File: src/rtl/dma_pkg.sv
// dma_pkg: FSM state encoding shared by the read and write DMA engines
package dma_pkg;
  typedef enum logic [1:0] {IDLE, WRITE, DONE} dma_state_e;
endpackage

File: src/rtl/dma_writer.sv
// dma_writer: drains a snapshotted word buffer into consecutive memory words, one per clock
module dma_writer
  import dma_pkg::*;
#(
  parameter int BUFFER_SIZE       = 120,
  parameter int WORD_SIZE         = 16,
  parameter int MEM_ADDRESS_WIDTH = 10
) (
  input  logic                                  clk,
  input  logic                                  rst,
  input  logic                                  i_write,
  input  logic [MEM_ADDRESS_WIDTH-1:0]          i_address,
  input  logic [MEM_ADDRESS_WIDTH-1:0]          i_count,
  input  logic [BUFFER_SIZE-1:0][WORD_SIZE-1:0] i_buffer,
  output logic [MEM_ADDRESS_WIDTH-1:0]          o_mem_addr,
  output logic [WORD_SIZE-1:0]                  o_mem_data,
  output logic                                  o_mem_write,
  output logic                                  o_busy,
  output logic                                  o_done
);
  localparam int IDX_W = $clog2(BUFFER_SIZE);
  localparam logic [MEM_ADDRESS_WIDTH-1:0] MAX_CNT = MEM_ADDRESS_WIDTH'(BUFFER_SIZE);
  dma_state_e r_state, w_next;
  logic [MEM_ADDRESS_WIDTH-1:0] r_base, r_cnt, w_eff;
  logic [IDX_W-1:0] r_idx;
  logic [BUFFER_SIZE-1:0][WORD_SIZE-1:0] r_snap;
  logic w_last;
  // Oversized requests are clamped so the index never runs past the snapshot
  assign w_eff  = i_count > MAX_CNT ? MAX_CNT : i_count;
  assign w_last = MEM_ADDRESS_WIDTH'(r_idx) == r_cnt - 1'b1;
  always_comb begin
    w_next = IDLE;
    w_next = r_state == IDLE  ? (i_write ? (w_eff == '0 ? DONE : WRITE) : IDLE) :
             r_state == WRITE ? (w_last ? DONE : WRITE) : IDLE;
  end
  always_ff @(posedge clk or posedge rst)
    if (rst) r_state <= IDLE;
    else     r_state <= w_next;
  always_ff @(posedge clk or posedge rst) begin
    if (rst) begin
      r_base      <= '0;
      r_cnt       <= '0;
      r_idx       <= '0;
      o_mem_addr  <= '0;
      o_mem_data  <= '0;
      o_mem_write <= 1'b0;
      o_busy      <= 1'b0;
      o_done      <= 1'b0;
    end else begin
      case (r_state)
        IDLE: begin
          o_done      <= 1'b0;
          o_mem_write <= 1'b0;
          if (i_write) begin
            r_base <= i_address;
            r_cnt  <= w_eff;
            r_idx  <= '0;
            o_busy <= 1'b1;
          end
        end
        WRITE: begin
          o_mem_write <= 1'b1;
          o_mem_addr  <= r_base + MEM_ADDRESS_WIDTH'(r_idx);
          o_mem_data  <= r_snap[r_idx];
          r_idx       <= r_idx + IDX_W'(1);
        end
        DONE: begin
          o_mem_write <= 1'b0;
          o_done      <= 1'b1;
          o_busy      <= 1'b0;
        end
        default: o_mem_write <= 1'b0;
      endcase
    end
  end
  // Snapshot lets the producer reuse its buffer right after the request is accepted
  always_ff @(posedge clk)
    if (r_state == IDLE && i_write) r_snap <= i_buffer;
endmodule

File: config.mk
export PLATFORM = sky130hd
export DESIGN_NAME = dma_writer
export DESIGN_NICKNAME = d
export VERILOG_FILES = /design/src/rtl/dma_pkg.sv /design/src/rtl/dma_writer.sv
export SDC_FILE = /design/constraint.sdc
export NUM_CORES = 2
export LEC_CHECK = 0
export CORE_AREA = 2 2 773 775
export CTS_CLUSTER_DIAMETER = 40
export DETAILED_ROUTE_END_ITERATION = 8
export DIE_AREA = 0 0 775 777
export DONT_BUFFER_PORTS = 1
export HOLD_SLACK_MARGIN = 0.15
export PLACE_DENSITY = 0.32
export RECOVER_POWER = 100
export SKIP_CTS_REPAIR_TIMING = 1
export SLEW_MARGIN = 20
export SYNTH_ARGS = -nofsm -noshare
export SYNTH_HDL_FRONTEND = slang
export SYNTH_SLANG_ARGS = --single-unit
File: constraint.sdc
create_clock -name clk -period 63.4 [get_ports clk]
set_input_delay 12.68 -clock clk [delete_from_list [all_inputs] [get_ports clk]]
set_output_delay 12.68 -clock clk [all_outputs]
set_load 0.1 [all_outputs]
* After elaboration in Yosys (flattened, before gate mapping)
Index checks and enable logic that the tools add are counted.
Word-level totals: register bits 1978, input port bits 1943, output and inout bits 29, word-level logic and storage cells 160
Cells by class: add/sub/neg operators 3, magnitude comparators 2, eq/ne operators 4, mux-type cells 14, reductions and logical operators 8
Operators by type and width (number):
- 16-bit binary-select mux with 7-bit select | 1
- 16-bit two-way mux | 1
- 7-bit case mux with 2 select lines | 1
- 10-bit by 7-bit adder with 10-bit output | 1
- 7-bit by 10-bit == test with 1-bit output | 1
- 10-bit by 7-bit greater-than comparator with 1-bit output, second input constant | 1
- 10-bit logical NOT | 1
- 10-bit two-way mux | 1
- 2-bit two-way mux | 5
- 10-bit by 1-bit subtractor with 10-bit output, second input constant | 1
- 7-bit by 8-bit < comparator with 1-bit output, second input constant | 1
- 7-bit by 1-bit adder with 7-bit output, second input constant | 1
- 7-bit two-way mux | 1
- 2-bit AND reduction | 3
- 1-bit case mux with 2 select lines | 2
- 2-bit nonzero test | 2
- 2-bit by 1-bit == test with 1-bit output, second input constant | 1
- 2-bit == test, second input constant | 1
- 2-bit logical NOT | 1
- 1-bit two-way mux | 2
- 2-bit != test, second input constant | 1
- 1-bit logical AND | 1

* Depth between registers and ports, before layout
depth after elaboration 6, gate-level depth with buffers 13, mapped depth without buffers 11

* Least setup slack after synthesis
OpenSTA, ideal clock, no wires.
path type input to register, start point in i_write, end point reg r_snap[0] (netlist name) (enable), setup time 3.030 ns, arrival time 64.570 ns, data required time 60.370 ns, slack -4.200 ns, cell stages on the path 3, path buffers 1, cell sequence nand3_1 inv_1 buf_1
Between the ends: longest elaborated chain between the ends 1
RTL lines:
- start: declaration | line dma_writer.sv:11 | input logic i_write,
- 1-bit logical AND | line dma_writer.sv:78 | if (r_state == IDLE && i_write) r_snap <= i_buffer;
- end signal: assignment | line dma_writer.sv:78
- end: declaration | line dma_writer.sv:26 | logic [BUFFER_SIZE-1:0][WORD_SIZE-1:0] r_snap;
No other way between the ends. A chain may end at the register's enable or synchronous reset.

* Final worst setup path
start point in i_write, end point reg r_snap[1528] (netlist name) (enable)
The elaborated chain is that of the path after synthesis.

==> results.ini <==
[yosys]
yosys.area.top_type=edfxtp_1
avgSynthCellArea_um2=22.3
yosysSeqAreaShare_pct=77.8
syn_inst=3411
synth_cell_types=60
synth_flop_cell=edfxtp_1
synthesis.nets=5364
async_reset_ff_share_pct=2.93
synth-edff-count=1920
synth.area.top_cells=edfxtp_1 (76%), mux4_2 (14%), dfrtp_1 (1.9%)
syn-cell-area_um2=76000
synth_top_area_share_pct=75.9
ys_ff_latch=1978
yosys_warnings=0

[final_layout]
nNetsFinal=5709
finish.instance_area_um2=100000
area_delta_synth_final_pct=31.6
fillers=63730
final_cell_mix=edfxtp_1 (1,920), mux4_2 (489), clkbuf_16 (392)
drive_gt1_share_pct=31.6
layout_commonest_cell=edfxtp_1

[worst_setup_path]
critPathBufInv=7
crit_family=buffers and inverters
path_max_fanout=132
path_class=input port to flop
reg2reg_slack_ns=37.58
crit_path_end_kind=flop
cp.arrival_ns=37.25
cp_data_required_time_ns=63.95
critPathLaunchType=input port
cp_cell_sequence=nand3_1 > clkinvlp_2 > clkbuf_1 > clkbuf_1 > clkbuf_1 > clkbuf_1 > clkbuf_1 > buf_4
slowest_stage=clkbuf_1
slowest_delay_ns=5.46
crit_top_cell=clkbuf_1

[route]
drt_pass1_iterations=7
num_vias=40181
ant_nets=0
via_per_inst=3.32
drc=0
first_iter_violations=3204
wl_per_cell_um=33.9
wl_um=410000

[clocking]
cts_tree=built
clk_latency_ns=1.02
path_clk_slew_ns=0.04
clkSinkCount=1978
cts_root_buf=clkbuf_16
cts_made_buffers=392
clk_path_buf_depth=4
htree_levels=5

[status]
violations=capacitance limit, slew limit
outcome=finished with violations

[global_routing]
top_usage_layer=met2
use_met1_pct=14.5
grt.total_usage_pct=13.0
use_met3_pct=5.58
grt_first_pass_wirelength_um=501000
antenna_found_initial=573
grt_pass1_vias=41722
grt_max_degree=180
grt_overflow=0
grt_use_met2_pct=22.8

[timing]
max_freq_mhz=27.2
tightestPinTransition_ns=9.70
setup-tns-final_ns=0
fin_crit_sh_pct=57.9
max_slew_margin_pct=-547
clock_skew_ns=0.105
rsz0062_at_grt=no
hold_violations=0
fin_crit_ns=36.70
setup_violations=0
finalMaxSlewViolations=2322

[power]
power_density_nw_per_um2=35.9
irDropWorstVdd_mv=0.0412
total_leakage_power_nw=29.8

[floorplan]
initial_core_util_pct=12.8
fp.dieW_um=775
die_h_um=777
design.die.area_um2=602000
fp.coreArea_um2=593000
rows=283
io_pins=1972

[placement]
hpwl_um=322000
place_area_um2=86200
gp_congestion=0.833
io_buffers=0

[job]
cap_violations=43

[hold_path]
hp-class=flop to flop

-- through the flow --
| stage | setup WS [ns] | utilization, % | total power, mW | std cells | hold WS, ns |
|---|---|---|---|---|---|
| after detailed placement | 45.25 | 14.5 | 1.46 | 11198 | 0.499 |
| after global routing | 24.39 | 16.8 | 3.70 | 11969 | 0.544 |
| after floorplan | 2.39 | - | 1.46 | 3411 | 0.422 |
| after CTS | 46.36 | 16.8 | 3.65 | 11927 | 0.506 |
| final | 26.70 | 16.9 | 3.59 | 12088 | 0.503 |
| after global placement | 45.48 | 14.5 | 1.46 | 11197 | 0.487 |
-- logic make-up after synthesis --
family | Yosys count | synth area share (%)
flip-flops | 1978 | 77.8
buffers and inverters | 204 | 1.46
AO/OA/AOI/OAI | 285 | 2.57
AND/OR/NAND/NOR | 312 | 1.74
multiplexers | 609 | 16.1
XOR/XNOR | 13 | 0.150
adder cells (fa/ha/maj) | 10 | 0.175
-- power breakdown --
| group | switching, mW | internal (mW) | leakage, nW |
|---|---|---|---|
| logic | 0.00150 | 0.0000750 | 5.34 |
| registers | 0 | 1.44 | 18.0 |
| clock network | 0.794 | 1.36 | 6.51 |
| total | 0.795 | 2.79 | 29.8 |
-- path summary, 6_finish.rpt --
kind                                     from            end  cells past startpoint
worst min-delay path            o_mem_data[8]  o_mem_data[8]                      2
worst min register to register  o_mem_data[8]  o_mem_data[8]                      2
min in group asynchronous                 rst       r_idx[6]                      1
worst max register to register     r_state[0]   r_snap[1528]                      9
max in group asynchronous                 rst       r_idx[3]                      2
worst max-delay path                  i_write   r_snap[1528]                      8
-- area by class of cell --
| cell class | count | area (um2) | share of cell area, % |
|---|---|---|---|
| clock buffers | 424 | 9960 | 9.96 |
| multi-input cells | 1229 | 15900 | 15.9 |
| flip-flops and latches | 1978 | 59100 | 59.1 |
| inverters | 19 | 100 | 0.100 |
| repair buffers | 136 | 918 | 0.919 |
| diodes | 160 | 400 | 0.400 |
| well taps | 7837 | 9810 | 9.81 |
| clock inverters | 305 | 3740 | 3.74 |
-- synth_stat cells (20+ instances only) --
| cell type | count |
|---|---|
| o21ai_0 | 41 |
| o21ai_1 | 20 |
| nor2_1 | 43 |
| a221oi_1 | 26 |
| a21oi_1 | 57 |
| mux2i_1 | 115 |
| nand2_1 | 182 |
| buf_6 | 27 |
| edfxtp_1 | 1920 |
| buf_4 | 20 |
| dfrtp_1 | 58 |
| mux4_2 | 489 |
| buf_2 | 54 |
| a31oi_1 | 20 |
| nand3_1 | 34 |
| buf_1 | 25 |
| clkbuf_1 | 59 |
-- layer usage --
| layer | part of all wire (%) | vias to the layer above |
|---|---|---|
| met5 | 0.48 | - |
| met4 | 3.2 | 300 |
| met3 | 10 | 1228 |
| met2 | 49 | 2741 |
| met1 | 36 | 20388 |
| li1 | - | 15524 |
-- tightest hold or removal path, delay by kind of cell (launching register included) --
| family | cells | cell delay (ns) |
|---|---|---|
| and+or+nand+nor | 2 | 0.12 |
| DFF | 1 | 0.34 |
-- state kept, by name (all words and copies together), names as in the netlist --
signal	count
r_snap	1920
o_mem_data	16
r_state	2
o_mem_addr	10
r_cnt	10
r_base	10
o_done	1
o_busy	1
r_idx	7
o_mem_write	1
Note: power is estimated with default switching activity, not from simulation.
